`config.mk`:
```
export PLATFORM = sky130hd
export DESIGN_NAME = load_store_unit
export DESIGN_NICKNAME = d
export VERILOG_FILES = /design/src/rtl/lsu_pkg.sv /design/src/rtl/load_aligner.sv /design/src/rtl/load_store_unit.sv
export SDC_FILE = /design/constraint.sdc
export NUM_CORES = 1
export LEC_CHECK = 0
export CORE_AREA = 5 5 93 138
export DETAILED_ROUTE_END_ITERATION = 12
export DIE_AREA = 0 0 98 143
export PLACE_DENSITY = 0.84
export SYNTH_ARGS = -nofsm -noshare
export SYNTH_HDL_FRONTEND = slang
export SYNTH_HIERARCHICAL = 1
export SYNTH_SLANG_ARGS = --single-unit
```
`constraint.sdc`:
```
create_clock -name clk -period 2.4 [get_ports clk]
set_input_delay 0.72 -clock clk [delete_from_list [all_inputs] [get_ports clk]]
set_output_delay 0.72 -clock clk [all_outputs]
set_load 0.01 [all_outputs]
```
`src/rtl/lsu_pkg.sv`:
```
// rtl/lsu_pkg.sv - shared width codes, FSM states and store-mask helper for the load/store unit
package lsu_pkg;

   localparam logic [2:0] F3_B  = 3'b000;
   localparam logic [2:0] F3_H  = 3'b001;
   localparam logic [2:0] F3_W  = 3'b010;
   localparam logic [2:0] F3_BU = 3'b100;
   localparam logic [2:0] F3_HU = 3'b101;

   typedef enum logic [1:0] {
      ST_IDLE  = 2'd0,
      ST_ISSUE = 2'd1,
      ST_WAIT  = 2'd2,
      ST_RESP  = 2'd3
   } lsu_state_e;

   function automatic logic [3:0] store_mask(input logic [2:0] f3, input logic [1:0] off);
      case (f3)
         F3_B:    store_mask = 4'b0001 << off;
         F3_H:    store_mask = 4'b0011 << off;
         default: store_mask = 4'b1111;
      endcase
   endfunction

endpackage

```
`src/rtl/load_aligner.sv`:
```
// rtl/load_aligner.sv - shifts the read word to the addressed byte lane and sign/zero-extends it
module load_aligner
   import lsu_pkg::*;
(
   input  logic [31:0] word,
   input  logic [1:0]  offset,
   input  logic [2:0]  funct3,
   output logic [31:0] result
);

   logic [31:0] shifted;

   always_comb begin
      shifted = word >> {offset, 3'b000};
      case (funct3)
         F3_B:    result = {{24{shifted[7]}}, shifted[7:0]};
         F3_H:    result = {{16{shifted[15]}}, shifted[15:0]};
         F3_BU:   result = {24'd0, shifted[7:0]};
         F3_HU:   result = {16'd0, shifted[15:0]};
         default: result = shifted;
      endcase
   end

endmodule

```
`src/rtl/load_store_unit.sv`:
```
// rtl/load_store_unit.sv - one-outstanding RV32I load/store unit driving a sync-read byte-masked word memory
module load_store_unit
   import lsu_pkg::*;
#(
   parameter int ADDR_WIDTH = 10
) (
   input  logic                  clk,
   input  logic                  reset_n,
   input  logic                  req_valid,
   output logic                  req_ready,
   input  logic                  req_write,
   input  logic [2:0]            req_funct3,
   input  logic [31:0]           req_addr,
   input  logic [31:0]           req_wdata,
   output logic                  resp_valid,
   output logic [31:0]           resp_rdata,
   output logic                  resp_error,
   output logic                  mem_read_enable,
   output logic                  mem_write_enable,
   output logic [ADDR_WIDTH-1:0] mem_address,
   output logic [31:0]           mem_write_data,
   output logic [3:0]            mem_write_mask,
   input  logic [31:0]           mem_read_data
);

   lsu_state_e            state_q, state_d;
   logic                  req_ready_q, req_ready_d;
   logic                  write_q, write_d;
   logic [2:0]            funct3_q, funct3_d;
   logic [1:0]            off_q, off_d;
   logic                  resp_valid_q, resp_valid_d;
   logic [31:0]           resp_rdata_q, resp_rdata_d;
   logic                  resp_error_q, resp_error_d;
   logic                  mem_re_q, mem_re_d;
   logic                  mem_we_q, mem_we_d;
   logic [ADDR_WIDTH-1:0] mem_addr_q, mem_addr_d;
   logic [31:0]           mem_wdata_q, mem_wdata_d;
   logic [3:0]            mem_mask_q, mem_mask_d;
   logic                  req_err;
   logic [31:0]           load_result;

   load_aligner u_aligner (
      .word   (mem_read_data),
      .offset (off_q),
      .funct3 (funct3_q),
      .result (load_result)
   );

   always_comb begin
      req_err = |(req_addr >> (ADDR_WIDTH + 2));
      case (req_funct3)
         F3_B:         ;
         F3_H:         req_err = req_err | req_addr[0];
         F3_W:         req_err = req_err | (req_addr[1:0] != 2'b00);
         F3_BU:        req_err = req_err | req_write;
         F3_HU:        req_err = req_err | req_write | req_addr[0];
         default:      req_err = 1'b1;
      endcase
   end

   always_comb begin
      state_d      = state_q;
      write_d      = write_q;
      funct3_d     = funct3_q;
      off_d        = off_q;
      resp_rdata_d = resp_rdata_q;
      resp_error_d = resp_error_q;
      mem_re_d     = 1'b0;
      mem_we_d     = 1'b0;
      mem_addr_d   = mem_addr_q;
      mem_wdata_d  = 32'd0;
      mem_mask_d   = 4'b0000;
      case (state_q)
         ST_IDLE: begin
            if (req_valid && req_ready_q) begin
               if (req_err) begin
                  state_d      = ST_RESP;
                  resp_rdata_d = 32'd0;
                  resp_error_d = 1'b1;
               end else begin
                  state_d    = ST_ISSUE;
                  write_d    = req_write;
                  funct3_d   = req_funct3;
                  off_d      = req_addr[1:0];
                  mem_addr_d = req_addr[ADDR_WIDTH+1:2];
                  if (req_write) begin
                     mem_we_d   = 1'b1;
                     mem_mask_d = store_mask(req_funct3, req_addr[1:0]);
                     case (req_funct3)
                        F3_B:    mem_wdata_d = {4{req_wdata[7:0]}};
                        F3_H:    mem_wdata_d = {2{req_wdata[15:0]}};
                        default: mem_wdata_d = req_wdata;
                     endcase
                  end else begin
                     mem_re_d = 1'b1;
                  end
               end
            end
         end
         ST_ISSUE: begin
            if (write_q) begin
               state_d      = ST_RESP;
               resp_rdata_d = 32'd0;
               resp_error_d = 1'b0;
            end else begin
               state_d = ST_WAIT;
            end
         end
         ST_WAIT: begin
            state_d      = ST_RESP;
            resp_rdata_d = load_result;
            resp_error_d = 1'b0;
         end
         default: state_d = ST_IDLE;
      endcase
      resp_valid_d = (state_d == ST_RESP);
      req_ready_d  = (state_d == ST_IDLE);
   end

   // Every output is a flop so reset clears them all without a clock edge.
   always_ff @(posedge clk or negedge reset_n) begin
      if (!reset_n) begin
         state_q      <= ST_IDLE;
         req_ready_q  <= 1'b0;
         write_q      <= 1'b0;
         funct3_q     <= 3'd0;
         off_q        <= 2'd0;
         resp_valid_q <= 1'b0;
         resp_rdata_q <= 32'd0;
         resp_error_q <= 1'b0;
         mem_re_q     <= 1'b0;
         mem_we_q     <= 1'b0;
         mem_addr_q   <= '0;
         mem_wdata_q  <= 32'd0;
         mem_mask_q   <= 4'b0000;
      end else begin
         state_q      <= state_d;
         req_ready_q  <= req_ready_d;
         write_q      <= write_d;
         funct3_q     <= funct3_d;
         off_q        <= off_d;
         resp_valid_q <= resp_valid_d;
         resp_rdata_q <= resp_rdata_d;
         resp_error_q <= resp_error_d;
         mem_re_q     <= mem_re_d;
         mem_we_q     <= mem_we_d;
         mem_addr_q   <= mem_addr_d;
         mem_wdata_q  <= mem_wdata_d;
         mem_mask_q   <= mem_mask_d;
      end
   end

   assign req_ready        = req_ready_q;
   assign resp_valid       = resp_valid_q;
   assign resp_rdata       = resp_rdata_q;
   assign resp_error       = resp_error_q;
   assign mem_read_enable  = mem_re_q;
   assign mem_write_enable = mem_we_q;
   assign mem_address      = mem_addr_q;
   assign mem_write_data   = mem_wdata_q;
   assign mem_write_mask   = mem_mask_q;

endmodule

```
==> metrics.md, run 1 <==
| Metric | Value |
|---|---|
| Setup violations, final | `0` |
| Worst stage delay on the critical path | `around 0.44 ns` |
| CP max-delay cell | `or4_4` |
| Slew HR | `a little over three fifths` |
| Crit. End Element | `flip-flop` |
| Global-route wire length before repair | `~26 mm` |
| DRC errors left | `0` |
| Number of enable flip-flop cells after synthesis | `0` |
| DRT iter0 DRCs | `~350` |
| Syn_area_per_cell | `roughly 9.0 um2` |
| Pwr dens | `about 720 nW/um2` |
| Worst-skew pair later-pin latency | `roughly 0.34 ns` |
| CP required | `2.62 ns` |
| Clock skew | `just over 0.005 ns` |
| Global routing's busiest layer | `met2` |
| Total chip power | `5480 uW` |
| GRT met3 Usage | `5.82%` |
| Reg clk slew, reported paths | `0.06 ns` |
| Startpoint types | `input port` |
| Cts bufs inserted | `9` |
| Drt total wl | `16.9 mm` |
| Synthesized Nets | `between 600 and 700` |
| Max-cap viol count | `0` |
| Flop2flop setup slack | `0.45 ns` |
| Buffers on Ports | `~190` |
| Clk Tree Root Cell | `clkbuf_16` |
| Non-Filler Instances | `roughly 900` |
| Slew Limit Fails | `0` |
| Worst-Margin Slew | `0.553 ns` |
| Layout area overhead | `52.2%` |
| Met2 Usage GRT | `42.7%` |
| Die Height | `roughly 140 um` |
| R2r worst-path depth | `6` |
| Number of hold buffers added after CTS | `0` |
| Row count | `48` |
| Clock sinks | `between 90 and 100` |
| Diodes inserted | `0` |
| F_max | `between 400 and 500 MHz` |
| Synth Instances | `approximately 560` |
| Placer Congestion | `between 0.9 and 1` |
| CTS tree | `yes` |
| Max IR drop VDD | `between 0.4 and 0.5 mV` |
| Run status | `finished, final reports clean` |
| Flop and latch count out of synthesis | `91` |
| DRT Pass-1 Iters | `5` |
| GR Layer Usage met1 | `between 20% and 30%` |
| Sequential share of the synthesized area | `a little under half` |
| GRT Resource Usage Total | `23.4%` |
| Deepest clock path buffer count | `2` |
| CP arrival | `roughly 2.6 ns` |
| Vias per std cell | `5.78` |
| Ports | `186` |
| RSZ-0062 raised after global routing | `no` |
| Number of global-route vias before repair | `approximately 5,200` |
| Hold/Removal Path Class | `in2async` |
| Maximum number of pins on one net before global-route repair | `45` |
| Area contributors post-synth | `dfrtp_1 45%, a21oi_1 6.1%, a32oi_1 5.7%` |
| WS Path Type | `in2reg` |
| WL/cell | `around 19 um` |
| Largest area contributor in the netlist | `dfrtp_1` |
| Final Hold Viols | `0` |
| DR vias | `about 5,200` |
| Ys Warns | `6` |
| Initial core utilization | `43.8%` |
| Primary FF master, synth | `dfrtp_1` |
| Synth top area share | `around 45%` |
| Post-DP HPWL | `~13 mm` |
| Period Utilization, post-route | `a little over nine tenths` |
| Die X | `about 98 um` |
| Cell Chain, Critical Path | `clkdlybuf4s50_1 > or4_4 > nor2_4 > buf_6 > and4_4 > clkbuf_16 > mux2_4` |
| RR Startpoint | `off_q[1]$_DFFE_PN0P_` |
| Leakage | `approximately 0.0032 uW` |
| DIE AREA | `around 14,000 um2` |
| Antenna viol nets, final | `0` |
| Netlist cell types | `48` |
| Fraction of registers with async set/reset | `100%` |
| H-tree depth | `3` |
| Total grt overflow | `0` |
| Nets | `between 800 and 900` |
| Worst-path maximum fanout | `8` |
| Final min period | `2.36 ns` |
| Synth Cell Area | `between 5000 and 6000 um2` |
| Share of cells above drive strength 1 | `11.5%` |
| Core Area | `between 10,000 and 15,000 um2` |
| Initial antenna violation count | `0` |
| R2r endpoint | `resp_rdata[30]$_DFFE_PN0P_` |
| Cells after DPL | `882` |
==> cells in the mapped netlist (2+ instances only) <==
library cell,n
nor2_1,33
nor2b_1,9
o21ai_0,47
a211oi_1,22
nand3_1,33
nor4_1,3
clkbuf_2,3
ha_1,4
buf_2,5
inv_1,13
and4_1,3
mux2_2,6
mux2_1,10
a32oi_1,33
dfrtp_1,91
and3_1,2
buf_4,3
or4_1,3
clkbuf_1,34
buf_6,3
nor3_1,10
o21ai_2,2
buf_1,4
mux2i_1,28
nand2_1,74
a21oi_1,61
==> what timing repair did <==
action                                  CTS  global route
endpoints found under the setup margin   35            49
gates resized for setup                   3            19
setup buffers                             0             1
cloned                                    0             2
pin swaps                                 1             3
==> critical path: cells and delay by family <==
| family | cells | cell delay, ns |
|---|---|---|
| simple gates | 3 | 0.83 |
| buf+inv | 3 | 0.72 |
| mux | 1 | 0.30 |
==> where the power goes <==
part / total [uW] / internal [uW] / leakage [uW] / switching, uW
logic: 2110 / 956 / 0.00178 / 1160
registers: 1900 / 1730 / 0.00124 / 162
clock network: 1470 / 868 / 0.000152 / 600
==> through the flow <==
stage	cell area [um2]	util, %	setup TNS [ns]	setup slack (ns)	hold WS (ns)
CTS	7530	65.6	-0.459	-0.0450	0.344
global placement	7210	62.8	-21.56	-0.409	0.473
floorplan	5030	-	0	0.00299	0.424
global route	7650	66.7	0	0.0122	0.365
finish	7650	66.7	0	0.0404	0.335
detailed placement	7210	62.8	-22.60	-0.435	0.476
==> metal layers <==
| layer | share of wire (%) | vias to the layer above | routed length [um] |
|---|---|---|---|
| met3 | 8.0 | 54 | 1360 |
| met2 | 54 | 258 | 9110 |
| li1 | - | 2409 | - |
| met5 | 0 | - | 0 |
| met4 | 5.0 | 0 | 841 |
| met1 | 33 | 2490 | 5600 |
==> area by class of cell <==
| cell class | count | area, um2 |
|---|---|---|
| fill | 923 | 3820 |
| multi-input combinational | 404 | 2520 |
| timing repair buffer | 226 | 2300 |
| sequential | 91 | 2280 |
| clock buffer | 11 | 253 |
| tap | 150 | 188 |
| clock inverter | 5 | 60.1 |
| inverter | 14 | 52.6 |
==> sequential cells by signal, indices dropped and copies added, names as in the netlist <==
| register | cells |
|---|---|
| funct3_q | 3 |
| req_ready | 1 |
| mem_address | 10 |
| write_q | 1 |
| mem_write_data | 32 |
| resp_error | 1 |
| state_q | 2 |
| off_q | 2 |
| mem_write_enable | 1 |
| mem_read_enable | 1 |
| mem_write_mask | 4 |
| resp_valid | 1 |
| resp_rdata | 32 |
==> how the worst max path moves through the flow <==
stage / endpoint / slack, ns / start / cells past startpoint
after floorplan: mem_address[0]$_DFFE_PN0P_ / 0.003 / req_addr[17] / 7
after global placement: mem_address[9]$_DFFE_PN0P_ / -0.41 / req_addr[17] / 7
final: write_q$_DFFE_PN0P_ / 0.04 / req_addr[17] / 7
after CTS: mem_address[1]$_DFFE_PN0P_ / -0.04 / req_addr[12] / 7
after global routing: mem_address[6]$_DFFE_PN0P_ / 0.01 / req_addr[0] / 6
after detailed placement: mem_address[1]$_DFFE_PN0P_ / -0.44 / req_addr[17] / 7
==> logic make-up after synthesis <==
group                      count (synthesis)  synth area share [%]
and+or+nand+nor                          179                  16.4
DFF                                       91                  45.3
muxes                                     44                  9.16
adders and majority gates                  4                 0.996
AOI/OAI and AO/OA                        177                  22.3
buffers and inverters                     66                  5.80
==> cell usage in the layout, fill, tap and decap left out, types with 2 or more instances in the layout <==
cell             count
a32oi_1             33
buf_12               7
nand2_1             74
and4_4               2
and3_1               2
mux2_4              10
clkdlybuf4s50_1    178
nand3_1             33
clkbuf_8             2
a21oi_1             61
nor2b_1              9
clkbuf_16           11
mux2_2               2
mux2_1               4
nor3_1              10
nor2_1              32
ha_1                 4
a211oi_1            22
inv_1               13
mux2i_1             28
o21ai_2              2
nor4_1               3
dlymetal6s2s_1       6
buf_4               32
or4_4                2
o21ai_0             47
dfrtp_1             91
Power figures use the tool's default switching activity.
==> inputs of run 2 (changes only) <==
- CTS_CLUSTER_SIZE: not set -> 20
==> results of run 2 <==
Same layout as run 1: the final DEF is identical, and so are final timing and power.
